<file path="src/rtl/uart_frame_tx.sv">
// UART frame transmitter: sends up to N_MAX characters back to back per
// frame, fetching each byte by index from a combinational source.
module uart_frame_tx #(
   parameter int unsigned CLK_DIV   = 434,
   parameter int unsigned DATA_W    = 8,
   parameter int unsigned N_MAX     = 3,
   parameter int unsigned PARITY    = 0,
   parameter int unsigned STOP_BITS = 1,
   localparam int unsigned NB_W     = $clog2(N_MAX + 1)
) (
   input  logic              i_clk,
   input  logic              i_rst,
   input  logic              i_st,
   input  logic [NB_W-1:0]   i_n_byte,
   input  logic              i_abort,
   input  logic [DATA_W-1:0] i_byte_dat,
   output logic [NB_W-1:0]   o_byte_idx,
   output logic              o_txd,
   output logic              o_en_tx,
   output logic              o_done
);

   localparam int unsigned TMR_W = $clog2(CLK_DIV);
   localparam int unsigned BC_W  = 3;

   typedef enum logic [2:0] {
      S_IDLE,
      S_START,
      S_DATA,
      S_PAR,
      S_STOP
   } state_t;

   state_t              r_state, w_state;
   logic [TMR_W-1:0]    r_timer, w_timer;
   logic [DATA_W-1:0]   r_sr, w_sr;
   logic                r_par, w_par;
   logic [BC_W-1:0]     r_bit_cnt, w_bit_cnt;
   logic [NB_W-1:0]     r_nb, w_nb;
   logic [NB_W-1:0]     r_idx, w_idx;
   logic                r_txd, w_txd;
   logic                r_en, w_en;
   logic                r_done, w_done;
   logic                w_ce_bit;
   logic                w_load;

   assign o_byte_idx = r_idx;
   assign o_txd      = r_txd;
   assign o_en_tx    = r_en;
   assign o_done     = r_done;

   // State and datapath registers; reset parks the line idle-high.
   always_ff @(posedge i_clk or posedge i_rst) begin
      if (i_rst) begin
         r_state   <= S_IDLE;
         r_timer   <= '0;
         r_sr      <= '0;
         r_par     <= 1'b0;
         r_bit_cnt <= '0;
         r_nb      <= '0;
         r_idx     <= '0;
         r_txd     <= 1'b1;
         r_en      <= 1'b0;
         r_done    <= 1'b0;
      end else begin
         r_state   <= w_state;
         r_timer   <= w_timer;
         r_sr      <= w_sr;
         r_par     <= w_par;
         r_bit_cnt <= w_bit_cnt;
         r_nb      <= w_nb;
         r_idx     <= w_idx;
         r_txd     <= w_txd;
         r_en      <= w_en;
         r_done    <= w_done;
      end
   end

   // Next-state and next-value logic; TXD is derived from the next state so it leaves a flop.
   always_comb begin
      w_ce_bit  = (r_timer == TMR_W'(CLK_DIV - 1));
      w_state   = r_state;
      w_timer   = w_ce_bit ? '0 : r_timer + TMR_W'(1);
      w_sr      = r_sr;
      w_par     = r_par;
      w_bit_cnt = r_bit_cnt;
      w_nb      = r_nb;
      w_idx     = r_idx;
      w_en      = r_en;
      w_done    = 1'b0;
      w_load    = 1'b0;
      w_txd     = 1'b1;

      case (r_state)
         S_IDLE: begin
            w_timer = '0;
            if (!i_abort && i_st && (i_n_byte != '0)) begin
               w_state = S_START;
               w_nb    = (i_n_byte > NB_W'(N_MAX)) ? NB_W'(N_MAX) : i_n_byte;
               w_en    = 1'b1;
               w_load  = 1'b1;
            end
         end
         S_START: begin
            if (w_ce_bit) w_state = S_DATA;
         end
         S_DATA: begin
            if (w_ce_bit) begin
               if (r_bit_cnt == BC_W'(DATA_W - 1)) begin
                  w_state = (PARITY != 0) ? S_PAR : S_STOP;
               end else begin
                  w_bit_cnt = r_bit_cnt + BC_W'(1);
                  w_sr      = r_sr >> 1;
               end
            end
         end
         S_PAR: begin
            if (w_ce_bit) w_state = S_STOP;
         end
         S_STOP: begin
            if (w_ce_bit) begin
               if (r_bit_cnt == BC_W'(STOP_BITS - 1)) begin
                  if (r_idx == r_nb) begin
                     w_state = S_IDLE;
                     w_en    = 1'b0;
                     w_idx   = '0;
                     w_done  = 1'b1;
                  end else begin
                     w_state = S_START;
                     w_load  = 1'b1;
                  end
               end else begin
                  w_bit_cnt = r_bit_cnt + BC_W'(1);
               end
            end
         end
         default: w_state = S_IDLE;
      endcase

      // Cancel overrides any progress, silently.
      if ((r_state != S_IDLE) && i_abort) begin
         w_state = S_IDLE;
         w_en    = 1'b0;
         w_idx   = '0;
         w_done  = 1'b0;
         w_load  = 1'b0;
      end

      // Character fetch on every START entry; parity is taken from the unshifted byte.
      if (w_load) begin
         w_sr  = i_byte_dat;
         w_par = (^i_byte_dat) ^ (PARITY == 2);
         w_idx = r_idx + NB_W'(1);
      end

      if (w_state != r_state) begin
         w_timer   = '0;
         w_bit_cnt = '0;
      end

      case (w_state)
         S_IDLE:  w_txd = 1'b1;
         S_START: w_txd = 1'b0;
         S_DATA:  w_txd = w_sr[0];
         S_PAR:   w_txd = w_par;
         S_STOP:  w_txd = 1'b1;
         default: w_txd = 1'b1;
      endcase
   end

endmodule
</file>
<file path="config.mk">
export PLATFORM = sky130hd
export DESIGN_NAME = uart_frame_tx
export DESIGN_NICKNAME = d
export VERILOG_FILES = /design/src/rtl/uart_frame_tx.sv
export SDC_FILE = /design/constraint.sdc
export NUM_CORES = 1
export LEC_CHECK = 0
export CORE_MARGIN = 2
export CORE_UTILIZATION = 45
export CTS_BUF_LIST = sky130_fd_sc_hd__clkbuf_8
export DETAILED_ROUTE_END_ITERATION = 8
export GPL_ROUTABILITY_DRIVEN = 0
export PLACE_DENSITY = 0.76
export SYNTH_ARGS = -nofsm -noshare
export SYNTH_HDL_FRONTEND = slang
export SYNTH_SLANG_ARGS = --single-unit
</file>
<file path="constraint.sdc">
create_clock -name i_clk -period 8 [get_ports i_clk]
set_input_delay 2 -clock i_clk [delete_from_list [all_inputs] [get_ports i_clk]]
set_output_delay 2 -clock i_clk [all_outputs]
set_load 0.01 [all_outputs]
</file>
# Word-level counts from Yosys, hierarchy flattened

Cells that the tools add are included.
Widths: inputs -> output; s select.

Order comparisons: 1
Multiplexer cells: 49
Equal/unequal tests: 20
Reduce and logical (&&, ||, !) cells: 22
$add $sub $neg: 3

Operators by type and width:

| cell                | count |
|---|---|
| $mux 3              | 13 |
| $mux 8              | 4 |
| $mux 9              | 3 |
| $ne 3x3->1 const B  | 8 |
| $reduce_bool 3->1   | 7 |
| $mux 1              | 17 |
| $pmux 3 s5          | 1 |
| $mux 2              | 7 |
| $eq 3x2->1 const B  | 4 |
| $reduce_and 5->1    | 2 |
| $add 9x1->9 const B | 1 |
| $eq 9x9->1 const B  | 1 |
| $reduce_xor 8->1    | 1 |
| $eq 3x1->1 const B  | 2 |
| $eq 3x3->1 const B  | 2 |
| $logic_not 3->1     | 2 |
| $pmux 3 s2          | 1 |
| $reduce_bool 2->1   | 3 |
| $pmux 1 s2          | 2 |
| $reduce_and 4->1    | 1 |
| $add 3x1->3 const B | 1 |
| $logic_and 1x1->1   | 3 |
| $ne 3x3->1          | 1 |
| $pmux 1 s3          | 1 |
| 7 further kinds     | 7 |

Register bits: 31
Word-level logic and storage cells: 106
Output and inout port bits: 5
Bits of input ports: 14

# Depth between registers and ports, before layout

Depth after elaboration: 9
Gate-level depth with buffers: 9
Mapped depth without buffers: 8

# Worst setup path after synthesis

Ideal clock, no wire load.

Path kind: input port to flip-flop
From: input i_abort
To: register r_txd (netlist: o_txd)
Library setup time: 0.084 ns
Path slack: 4.612 ns
Stages: 7
Arrival time: 3.304 ns
Buffers on the path: 1
Data required time: 7.916 ns
Path through: clkbuf_1 nor4_1 o211a_1 a31oi_2 mux2i_1 nand2_1 a311o_1

Longest elaborated chain between the ends: 8
Elaborated cells on any way between the ends: 16
Classes of those cells: eq/ne (3); mux (9); reduce/logical (4)

RTL lines:

| what                                            | line | RTL |
|---|---|---|
| start, declared                                 | 15   | `input logic i_abort,` |
| $logic_not 1->1                                 | 97   | `if (!i_abort && i_st && (i_n_byte != '0)) begin` |
| $logic_and 1x1->1 (2 in a row)                  | 97   |  |
| $mux 3 / $mux 1 (equally long branches)         | 97   |  |
| $pmux 3 s5 / $pmux 1 s2 (equally long branches) | 94   | `case (r_state)` |
| $mux 3 / $mux 1 (equally long branches)         | 141  | `if ((r_state != S_IDLE) && i_abort) begin` |
| $eq 3x2->1, or another cell as far along        | 161  | `case (w_state)` |
| $pmux 1 s3 (*)                                  | 161  |  |
| net w_txd                                       | 41   | `logic r_txd, w_txd;` |
| end signal, assigned                            | 73   | `r_txd <= w_txd;` |
| end, declared                                   | 41   |  |

Mark *: on every way through the listed nets, which the timed path passes. The rest lies on a longest branch.
A chain may end at the register's enable or synchronous reset.

# Worst setup path in the final report

Same ends and word-level chain as after synthesis.

==> results.md <==
* Worst-path cell chain: clkdlybuf4s50_1, nor4_1, o211a_1, a31oi_2, mux2i_1, nand2_1, a311o_1
* Starting DRT DRC Count at a little over 50
* Longest Clk Path Bufs at 2
* Seq. cell area at about 800 µm²
* Switching pwr at between 150 and 200 µW
* Leak Pwr at roughly 0.9 nW
* Clk slew on worst S/H paths at 70 ps
* CP Capture Type: flop
* Syn Nets at 200
* Port-buffer cells at 18
* Global-route wire length before repair at slightly below 6000 µm
* Share of cells above drive strength 1 at 0.0985
* WL/cell at between 10 and 15 µm
* R2r worst-path depth at 8
* Delay-heaviest family, CP: compound AO/OA/AOI/OAI gates
* Util after Layout at 0.551
* Post-DP HPWL at 2510 µm
* Cell taking the most area after synthesis: dfrtp_1
* Int Pwr at ~340 µW
* EDFF count, synth at 0
* Min-Delay Endpoint: r_sr[1]
* # setup viols final at 0
* Synth area leaders: dfrtp_1, xnor2_1, nand2_1
* XOR/XNOR Fraction of Synth Area at 0.0871
* Hold Path Class: flop to flop
* Comb pwr share at 0.314
* PD cells at about 250 mW/mm²
* Postcts setup bufs at 0
* Vias per cell at between 5 and 6
* Area grow syn2layout at 17.8%
* Slowest stage delay, CP at a little over 600 ps
* Die height at 65.7 µm
* Synth warn at 0
* Post-Synth Adder-Cell Area at 0.0424
* TritonCTS clock tree: done
* Period Utilization, post-route at 0.462
* Syn Inst Count at 181
* Fmax at 270 MHz
* Crit Path Max Fanout at 8
* CTS buffer count at 5
* Number of remaining DRC errors at 0
* Grt total ovfl at 0
* Reg-to-Reg Start: r_bit_cnt[0]
* Drt first pass iters at 4
* Combinational family with the most area after synthesis: simple AND/OR/NAND/NOR gates
* Number of routed nets with antenna violations at 0
* GRT Total Usage at 0.181
* ANT cells at 0
* RSZ-0062 raised after global routing: false
* Compound-Gate Fraction of Synth Area at 0.0988
* Worst path slowest cell: clkdlybuf4s50_1
* Relative slew slack at 0.671
* Hold_sp: r_sr[1]
* CTS H-Tree Depth at 2
* Yosys cell types at 45
* Cts repair resizes at 0
* Clk Latency, worst-skew pair at 290 ps
* Row Count at 22
* Crit path from: i_abort
* Crit path DAT at 3920 ps
* Synth top area share at 0.439
* Startpoint types: input pin
* Minimum clock period at roughly 3700 ps
* Max Clock Skew at ~9.5 ps
* Post-synthesis simple-gate area fraction at 0.245
* Worst Path Buf+Inv at 1
* CTS Root Cell: clkbuf_8
* Clock sink count at 31
* Multi-input gate area at roughly 900 µm²
* Die W at 65.7 µm
* Fillers at 332
* Via count at approximately 1300
* Hold path depth at 2
* Asr flop ratio synth at 1.00
* Initial Util at 0.467
* R2R setup slack at 5040 ps
* Ys flop type: dfrtp_1
* Post-synthesis sequential area ratio at 0.454
* Core ar. at approximately 0.0037 mm²
* Sw Ratio at 0.339
* Max VDD drop at 136 µV
* Hold_buf cts at 0
* Post-synth design cell area at roughly 0.0017 mm²
* Largest net degree at the start of global routing at 32
* R2r endpoint: o_txd
* Hold Violations, Final at 0
* Setup TNS at 0 ps
* Fin nets at ~220
* CP Data Required Time at around 8200 ps
* Max cap viols at 0
* Die ar. at between 0.004 and 0.005 mm²
* Status: finished clean
* Worst-Margin Slew at about 500 ps
* Multiplexer share of the synthesized area at 0.0432
* Vias in the first global route at 1268
* Final WL at about 3400 µm
* Max Slew Vio Count at 0
* Initial antenna violation count at 0
* Number of primary I/O pins at 19
* Sequential power share at 0.462
* #FFs+latches synth at 31
* Clock power share at 0.224
* Avg Cell Area, Syn at 9.45 µm²
* WS Path Type: input pin to flop
## layout make-up
type	instances	share of cell area
clock buffers	5	0.0341
clock inverters	3	0.00621
inverters	7	0.0130
multi-input cells	138	0.438
flip-flops and latches	31	0.385
well taps	48	0.0298
repair buffers	19	0.0931
## power groups by stage
stage / Clock [mW] / Sequential (mW) / Combinational, mW
after floorplan: 0 / 0.230 / 0.112
after global placement: 0 / 0.236 / 0.157
after detailed placement: 0 / 0.237 / 0.161
after CTS: 0.118 / 0.235 / 0.162
after global routing: 0.124 / 0.242 / 0.180
final: 0.114 / 0.235 / 0.160
## flip-flops by register name, indices dropped and copies added (netlist names)
register and count:
o_txd 1, o_en_tx 1, r_bit_cnt 3, r_par 1, r_nb 2, o_done 1, r_timer 9, o_byte_idx 2
r_sr 8, r_state 3
## per-layer routing
metal  wire [µm]  vias up  global-route usage
met5           0        -                   0
met3         138        7              0.0479
met2        1560       29               0.271
li1            -      658                   -
met4          74        0              0.0859
met1        1590      621               0.241
## tightest hold or removal path, stage by stage (launching register included)
cell and delay (ps):
dfrtp_1 350, nand2_1 50, nand2_1 50
## worst max-delay path by stage
stage	cells after the start	to	slack, ps
after global routing	6	o_txd	4180
after global placement	7	o_txd	4120
after CTS	7	o_txd	4310
final	7	o_txd	4300
after detailed placement	7	o_txd	4020
after floorplan	7	o_txd	4610
## cell usage in the layout, fill, tap and decap left out, drive strengths merged, types with 3 or more instances in the layout
cell	Yosys	final
a21oi	3	3
clkbuf	3	5
clkdlybuf4s50	0	18
dfrtp	30	30
ha	5	5
inv	7	9
mux2	3	3
mux2i	4	4
nand2	29	29
nand3	13	13
nor2	23	23
nor3	5	5
o21ai	7	7
xnor2	14	14
xor2	3	3
## logic make-up (layout without fill, tap and decap cells)
group                      Yosys count  after routing
xor gates and xnor gates            17             17
DFF                                 31             31
and+or+nand+nor                     84             84
adders and majority gates            6              6
muxes                                7              7
buffers and inverters               12             34
AOI/OAI and AO/OA                   24             24
## metrics by stage
stage                     total power, mW  setup WS, ps  cells  instance area (µm²)  hold slack, ps
final                               0.509          4300    251                 2020             481
after detailed placement            0.398          4020    243                 1930             466
after global routing                0.547          4180    251                 2020             514
after CTS                           0.515          4310    251                 2020             483
after floorplan                     0.342          4610    181                 1710             440
after global placement              0.393          4120    243                 1930             458
## Yosys cell counts, types with 2 or more instances
cell type / instances
dfrtp_1: 30
nand2_1: 29
nor2_1: 23
xnor2_1: 14
nand3_1: 13
inv_1: 7
o21ai_0: 7
ha_1: 5
mux2i_1: 4
a21oi_1: 3
clkbuf_1: 3
mux2_2: 3
nor3_1: 3
xor2_1: 3
nand2b_1: 2
nor2b_1: 2
or2_2: 2
(Power assumes the default switching activity.)
